File: config.mk
export PLATFORM = sky130hd
export DESIGN_NAME = spi_bridge
export DESIGN_NICKNAME = d
export VERILOG_FILES = /design/src/rtl/spi_pkg.sv /design/src/rtl/sync_ff.sv /design/src/rtl/spi_bridge.sv
export SDC_FILE = /design/constraint.sdc
export NUM_CORES = 1
export LEC_CHECK = 0
export CAP_MARGIN = 20
export CORE_AREA = 2 2 58 60
export DETAILED_ROUTE_END_ITERATION = 12
export DIE_AREA = 0 0 60 62
export GPL_ROUTABILITY_DRIVEN = 0
export PLACE_DENSITY = 0.73
export SETUP_SLACK_MARGIN = 0.02
export SKIP_CTS_REPAIR_TIMING = 1
export SYNTH_ARGS = -nofsm -noshare
export SYNTH_HDL_FRONTEND = slang
export SYNTH_HIERARCHICAL = 1
export SYNTH_SLANG_ARGS = --single-unit
File: constraint.sdc
create_clock -name clk -period 1.8 [get_ports clk]
set_input_delay 0.54 -clock clk [delete_from_list [all_inputs] [get_ports clk]]
set_output_delay 0.54 -clock clk [all_outputs]
set_load 0.1 [all_outputs]
File: src/rtl/spi_pkg.sv
// Shared constants and FSM encoding for the SPI slave front end.
package spi_pkg;

  localparam int unsigned SPI_WORD_W          = 8;
  localparam int unsigned SPI_BIT_CNT_W       = 3;
  localparam int unsigned SYNC_STAGES_DEFAULT = 2;

  typedef enum logic {
    SPI_IDLE   = 1'b0,
    SPI_ACTIVE = 1'b1
  } spi_state_e;

endpackage

File: src/rtl/sync_ff.sv
// Single-bit multi-flop synchroniser; resets to the pin's idle level.
module sync_ff #(
  parameter int unsigned DEPTH   = 2,
  parameter logic        RST_VAL = 1'b0
) (
  input  logic clk,
  input  logic rst_n,
  input  logic d,
  output logic q
);

  logic [DEPTH-1:0] stages;

  always_ff @(posedge clk or negedge rst_n) begin
    if (!rst_n) begin
      stages <= {DEPTH{RST_VAL}};
    end else begin
      stages <= {stages[DEPTH-2:0], d};
    end
  end

  assign q = stages[DEPTH-1];

endmodule

File: src/rtl/spi_bridge.sv
// SPI mode-0 slave, fully oversampled in the clk domain: delivers received
// bytes with a one-cycle byte_sync strobe and shifts tx_data out on miso.
module spi_bridge
  import spi_pkg::*;
#(
  parameter int unsigned SYNC_STAGES = SYNC_STAGES_DEFAULT
) (
  input  logic                  clk,
  input  logic                  rst_n,
  input  logic                  sclk,
  input  logic                  cs_n,
  input  logic                  mosi,
  output logic                  miso,
  output logic                  byte_sync,
  output logic [SPI_WORD_W-1:0] rx_data,
  input  logic [SPI_WORD_W-1:0] tx_data
);

  logic sclk_s, cs_n_s, mosi_s;
  logic sclk_d, cs_n_d;
  logic sclk_rise, sclk_fall, cs_fall, cs_rise;

  spi_state_e state, state_next;

  logic [SPI_WORD_W-1:0]    rx_shift;
  logic [SPI_WORD_W-1:0]    tx_shift;
  logic [SPI_BIT_CNT_W-1:0] bit_cnt;
  logic                     load_pending;
  logic                     miso_next;

  sync_ff #(.DEPTH(SYNC_STAGES), .RST_VAL(1'b0)) u_sync_sclk (
    .clk(clk), .rst_n(rst_n), .d(sclk), .q(sclk_s)
  );
  sync_ff #(.DEPTH(SYNC_STAGES), .RST_VAL(1'b1)) u_sync_cs_n (
    .clk(clk), .rst_n(rst_n), .d(cs_n), .q(cs_n_s)
  );
  sync_ff #(.DEPTH(SYNC_STAGES), .RST_VAL(1'b0)) u_sync_mosi (
    .clk(clk), .rst_n(rst_n), .d(mosi), .q(mosi_s)
  );

  always_ff @(posedge clk or negedge rst_n) begin
    if (!rst_n) begin
      sclk_d <= 1'b0;
      cs_n_d <= 1'b1;
    end else begin
      sclk_d <= sclk_s;
      cs_n_d <= cs_n_s;
    end
  end

  assign sclk_rise = sclk_s & ~sclk_d;
  assign sclk_fall = ~sclk_s & sclk_d;
  assign cs_fall   = ~cs_n_s & cs_n_d;
  assign cs_rise   = cs_n_s & ~cs_n_d;

  always_ff @(posedge clk or negedge rst_n) begin
    if (!rst_n) begin
      state <= SPI_IDLE;
    end else begin
      state <= state_next;
    end
  end

  always_comb begin
    state_next = state;
    if (state == SPI_IDLE) begin
      if (cs_fall) state_next = SPI_ACTIVE;
    end else begin
      if (cs_rise) state_next = SPI_IDLE;
    end
  end

  always_comb begin
    miso_next = 1'b0;
    if (state == SPI_ACTIVE) miso_next = tx_shift[SPI_WORD_W-1];
  end

  // cs_n edges take priority over any sclk edge seen in the same cycle.
  always_ff @(posedge clk or negedge rst_n) begin
    if (!rst_n) begin
      miso         <= 1'b0;
      byte_sync    <= 1'b0;
      rx_data      <= '0;
      rx_shift     <= '0;
      tx_shift     <= '0;
      bit_cnt      <= '0;
      load_pending <= 1'b0;
    end else begin
      byte_sync <= 1'b0;
      miso      <= miso_next;
      if (state == SPI_IDLE) begin
        if (cs_fall) begin
          bit_cnt      <= '0;
          load_pending <= 1'b0;
          tx_shift     <= tx_data;
        end
      end else begin
        if (cs_rise) begin
          bit_cnt      <= '0;
          load_pending <= 1'b0;
        end else if (sclk_rise) begin
          rx_shift <= {rx_shift[SPI_WORD_W-2:0], mosi_s};
          bit_cnt  <= bit_cnt + 1'b1;
          if (bit_cnt == '1) begin
            rx_data      <= {rx_shift[SPI_WORD_W-2:0], mosi_s};
            byte_sync    <= 1'b1;
            load_pending <= 1'b1;
          end
        end else if (sclk_fall) begin
          if (load_pending) begin
            tx_shift     <= tx_data;
            load_pending <= 1'b0;
          end else begin
            tx_shift <= {tx_shift[SPI_WORD_W-2:0], 1'b0};
          end
        end
      end
    end
  end

endmodule
==> impl_table.tex, run 1 <==
\begin{tabular}{lr}
\hline
Metric & Value \\
\hline
\multicolumn{2}{l}{\textbf{Final layout}} \\
\quad Fraction of final layout cells with drive strength greater than 1 & approximately 29\% \\
\quad Seq. cell area & between 900 and 1000 um\^{}2 \\
\quad Area of the multi-input gates & between 500 and 600 um\^{}2 \\
\quad Top library cells by usage in the layout, fill and taps aside & sky130\_fd\_sc\_hd\_\_dfrtp\_1, sky130\_fd\_sc\_hd\_\_mux2\_2, sky130\_fd\_sc\_hd\_\_nand2\_1, sky130\_fd\_sc\_hd\_\_clkdlybuf4s50\_1 \\
\quad Area growth from synthesis to layout & 28.2\% \\
\quad Leading cell type in the layout, fill and taps excluded & sky130\_fd\_sc\_hd\_\_dfrtp\_1 \\
\quad Layout filler cell count & roughly 240 \\
\quad Number of antenna diodes & 0 \\
\quad Final layout net count & around 160 \\
\multicolumn{2}{l}{\textbf{Status}} \\
\quad Result of the run & complete, no violations \\
\multicolumn{2}{l}{\textbf{Route}} \\
\quad Detailed-route DRC error count & 0 \\
\quad Average vias per placed instance & 4.82 \\
\quad DRC marker count from the first detailed-route iteration & 10 \\
\quad Number of detailed-route iterations in the first pass & 4 \\
\quad Post-detailed-routing wire length & about 2500 um \\
\quad Vias & between 900 and 1k \\
\quad Routed wire length per instance & $\sim$13 um \\
\quad Post-detailed-route count of antenna-violating nets & 0 \\
\multicolumn{2}{l}{\textbf{Timing}} \\
\quad Final worst path period share & roughly nine tenths \\
\quad Maximum clock rate & just over 0.6 GHz \\
\quad Final-report hold violation count & 0 \\
\quad RSZ-0062 raised after global routing & no \\
\quad Slew @ Worst Pin & 0.464 ns \\
\quad Post-layout minimum cycle time & $\sim$1.6 ns \\
\quad Max Slew Vio Count & 0 \\
\quad Setup Skew & between 0.009 and 0.01 ns \\
\quad Sum of negative setup slack & 0 ns \\
\quad Finish-stage setup viols & 0 \\
\quad Worst slew slack as a fraction of its limit & 69.0\% \\
\multicolumn{2}{l}{\textbf{Floorplanning}} \\
\quad Area of the die & 3720 um\^{}2 \\
\quad Die width & about 60 um \\
\quad Placeable core area & 3180 um\^{}2 \\
\quad Effective utilization at floorplan & 49.0\% \\
\quad Die H & approximately 62 um \\
\quad Number of cell rows & 21 \\
\quad I/O pin total & 23 \\
\multicolumn{2}{l}{\textbf{Critical path}} \\
\quad Data arrival time at the worst-slack endpoint & about 1.8 ns \\
\quad Cell occurring most often along the worst timing path & sky130\_fd\_sc\_hd\_\_inv\_1 \\
\quad Highest-delay cell along the critical path & sky130\_fd\_sc\_hd\_\_dfrtp\_1 \\
\quad CP required & about 2 ns \\
\quad Cell Chain, Critical Path & inv\_1 -> ha\_1 -> inv\_1 -> a41oi\_4 -> o21ai\_0 \\
\quad CP max FO & 16 \\
\quad Crit path launch type & flip-flop \\
\quad Kind of end point of the critical path & flip-flop \\
\quad Setup CP Type & flip-flop to flip-flop \\
\quad Critical path's largest stage delay & 0.40 ns \\
\multicolumn{2}{l}{\textbf{Logic synthesis}} \\
\quad Multiplexer area fraction after synthesis & $\sim$15\% \\
\quad Top flip-flop cell by instance count after synthesis & sky130\_fd\_sc\_hd\_\_dfrtp\_1 \\
\quad Number of nets in the synthesized netlist & $\sim$130 \\
\quad Share of async-settable or async-resettable flops after synthesis & 100\% \\
\quad Dominant combinational cell family by area after synthesis & multiplexers \\
\quad XOR/XNOR share of the synthesized area & 0\% \\
\quad Synth Area in Compound Gates & between 8 and 9\% \\
\quad Cell count after synthesis & 117 \\
\quad Cell area after synthesis & about 1600 um\^{}2 \\
\quad Simple logic cell fraction of the synthesized area & approximately 8.0\% \\
\quad Number of warnings reported in the yosys synthesis log & 6 \\
\quad Adder-cell share of the synthesized area & under 10\% \\
\quad Number of distinct library cells after synthesis & 23 \\
\quad Per-instance average area after synthesis & around 13 um\^{}2 \\
\quad Sequential fraction of the synthesis area & 61.2\% \\
\quad Total of flip-flops plus latches after synthesis & 38 \\
\quad Number of synthesized flops with an enable pin & 0 \\
\multicolumn{2}{l}{\textbf{CTS}} \\
\quad Cell at the root of the clock tree & sky130\_fd\_sc\_hd\_\_clkbuf\_4 \\
\quad Clock latency on the worst-skew pair & $\sim$0.34 ns \\
\quad Maximum clock path buffer count & 2 \\
\quad Clock tree from TritonCTS & done \\
\quad Total number of clock tree sinks & 38 \\
\quad Num CTS Buffers & 5 \\
\quad H-tree levels & 2 \\
\quad Clock-pin slew of the registers on the worst-case setup and hold paths & approximately 0.11 ns \\
\multicolumn{2}{l}{\textbf{Pwr}} \\
\quad Final total power & approximately 2100 uW \\
\quad P\_leak & approximately 0.00094 uW \\
\quad Worst supply voltage drop on vdd & 0.757 mV \\
\quad Power density over the cells & approximately 1000 nW/um\^{}2 \\
\multicolumn{2}{l}{\textbf{Global routing}} \\
\quad Largest net degree at the start of global routing & 39 \\
\quad Antenna violations before repair & 0 \\
\quad Global-route wire length before repair & 4170 um \\
\quad Overall global routing resource usage & 16.2\% \\
\quad Residual overflow from global routing & 0 \\
\quad Via count of the first global-routing pass & 933 \\
\multicolumn{2}{l}{\textbf{Run}} \\
\quad Max-cap violation count & 0 \\
\multicolumn{2}{l}{\textbf{Placement}} \\
\quad Port Buf Inserts & 22 \\
\quad Estimated wirelength of the detail-placed design & about 1800 um \\
\multicolumn{2}{l}{\textbf{Worst hold path}} \\
\quad Type of the most critical hold path & input pin to async pin \\
\hline
\end{tabular}
per-layer routing:
layer	wire length, um	GRT usage, %	share of wire (%)	vias to the layer above
li1	-	-	-	459
met1	1090	19.7	44	445
met2	1250	25.2	50	13
met3	86	4.35	3.4	9
met4	68	11.7	2.7	0
met5	0	0	0	-
power by group:
part           leakage, uW  internal (uW)  switching, uW  total (uW)
sequential        0.000482           1010            108        1120
combinational     0.000414            196            205         400
clock            0.0000395            295            272         567
total             0.000936           1500            584        2090
cells by family (layout without fill, tap and decap cells):
logic type,Yosys count,after routing
multiplexers,22,22
AND/OR/NAND/NOR,23,23
buffers and inverters,9,38
flip-flops,38,38
adder cells (fa/ha/maj),4,4
AO/OA/AOI/OAI,21,21
path summary, 6_finish.rpt:
| path | from | endpoint | slack, ns | depth (start not counted) |
|---|---|---|---|---|
| max | sclk_d | tx_shift[3] | 0.19 | 5 |
| min | rst_n | bit_cnt[2] | 0.22 | 2 |
| max reg2reg | sclk_d | tx_shift[3] | 0.19 | 5 |
| min reg2reg | u_sync_cs_n/stages[0] | u_sync_cs_n/stages[1] | 0.36 | 0 |
| max in group asynchronous | rst_n | u_sync_cs_n/stages[0] | 1.23 | 2 |
| min in group clk | u_sync_cs_n/stages[0] | u_sync_cs_n/stages[1] | 0.36 | 0 |
synthesized netlist by cell type (2+ instances only):
library cell	n	share of area, %
sky130_fd_sc_hd__a211oi_1	3	1.4
sky130_fd_sc_hd__nand2b_1	2	0.80
sky130_fd_sc_hd__mux2_2	15	11
sky130_fd_sc_hd__dfrtp_1	35	56
sky130_fd_sc_hd__nor2_1	3	0.72
sky130_fd_sc_hd__o21ai_0	10	3.2
sky130_fd_sc_hd__buf_4	2	0.96
sky130_fd_sc_hd__dfstp_2	3	5.1
sky130_fd_sc_hd__mux2i_1	7	4.5
sky130_fd_sc_hd__nand2_1	14	3.4
sky130_fd_sc_hd__inv_1	5	1.2
sky130_fd_sc_hd__ha_1	4	3.2
sky130_fd_sc_hd__a21oi_1	4	1.3
flip-flops by register name, summed over array words and instances, names as in the netlist, 2 cells and up:
name,flops
tx_shift,8
bit_cnt,3
rx_data,8
rx_shift,7
u_sync_sclk/stages,2
u_sync_cs_n/stages,2
u_sync_mosi/stages,2
through the flow:
step / setup WS [ns] / area [um^2] / utilization, % / hold WS [ns] / std cells
2_1_floorplan: 0.366 / 1560 / - / 0.244 / 117
3_3_place_gp: 0.191 / 1920 / 60.5 / 0.333 / 184
3_5_place_dp: 0.157 / 1920 / 60.5 / 0.338 / 184
4_1_cts: 0.135 / 2000 / 62.8 / 0.222 / 192
5_1_grt: 0.0305 / 2000 / 62.8 / 0.239 / 192
6_report: 0.187 / 2000 / 62.8 / 0.216 / 192
critical path, delay by kind of cell, from the launching register on:
| family | cells | cell delay (ns) |
|---|---|---|
| AO/OA/AOI/OAI | 2 | 0.56 |
| flip-flops | 1 | 0.40 |
| adder cells (fa/ha/maj) | 1 | 0.31 |
| buffers and inverters | 2 | 0.21 |
cell type report:
cell class	instances	share of cell area, %
well taps	46	2.88
multi-input cells	70	27.7
inverters	5	0.939
repair buffers	25	16.9
flip-flops and latches	38	47.8
clock buffers	7	2.25
clock inverters	1	1.50
Note: power is estimated with default switching activity, not from simulation.
==> run 2, diff against run 1 <==
--- a/config.mk
+++ b/config.mk
@@ -12,7 +12,6 @@
 export GPL_ROUTABILITY_DRIVEN = 0
 export PLACE_DENSITY = 0.73
 export SETUP_SLACK_MARGIN = 0.02
-export SKIP_CTS_REPAIR_TIMING = 1
 export SYNTH_ARGS = -nofsm -noshare
 export SYNTH_HDL_FRONTEND = slang
 export SYNTH_HIERARCHICAL = 1
==> results of run 2 <==
Final layout, timing and power as in run 1 (identical DEF).
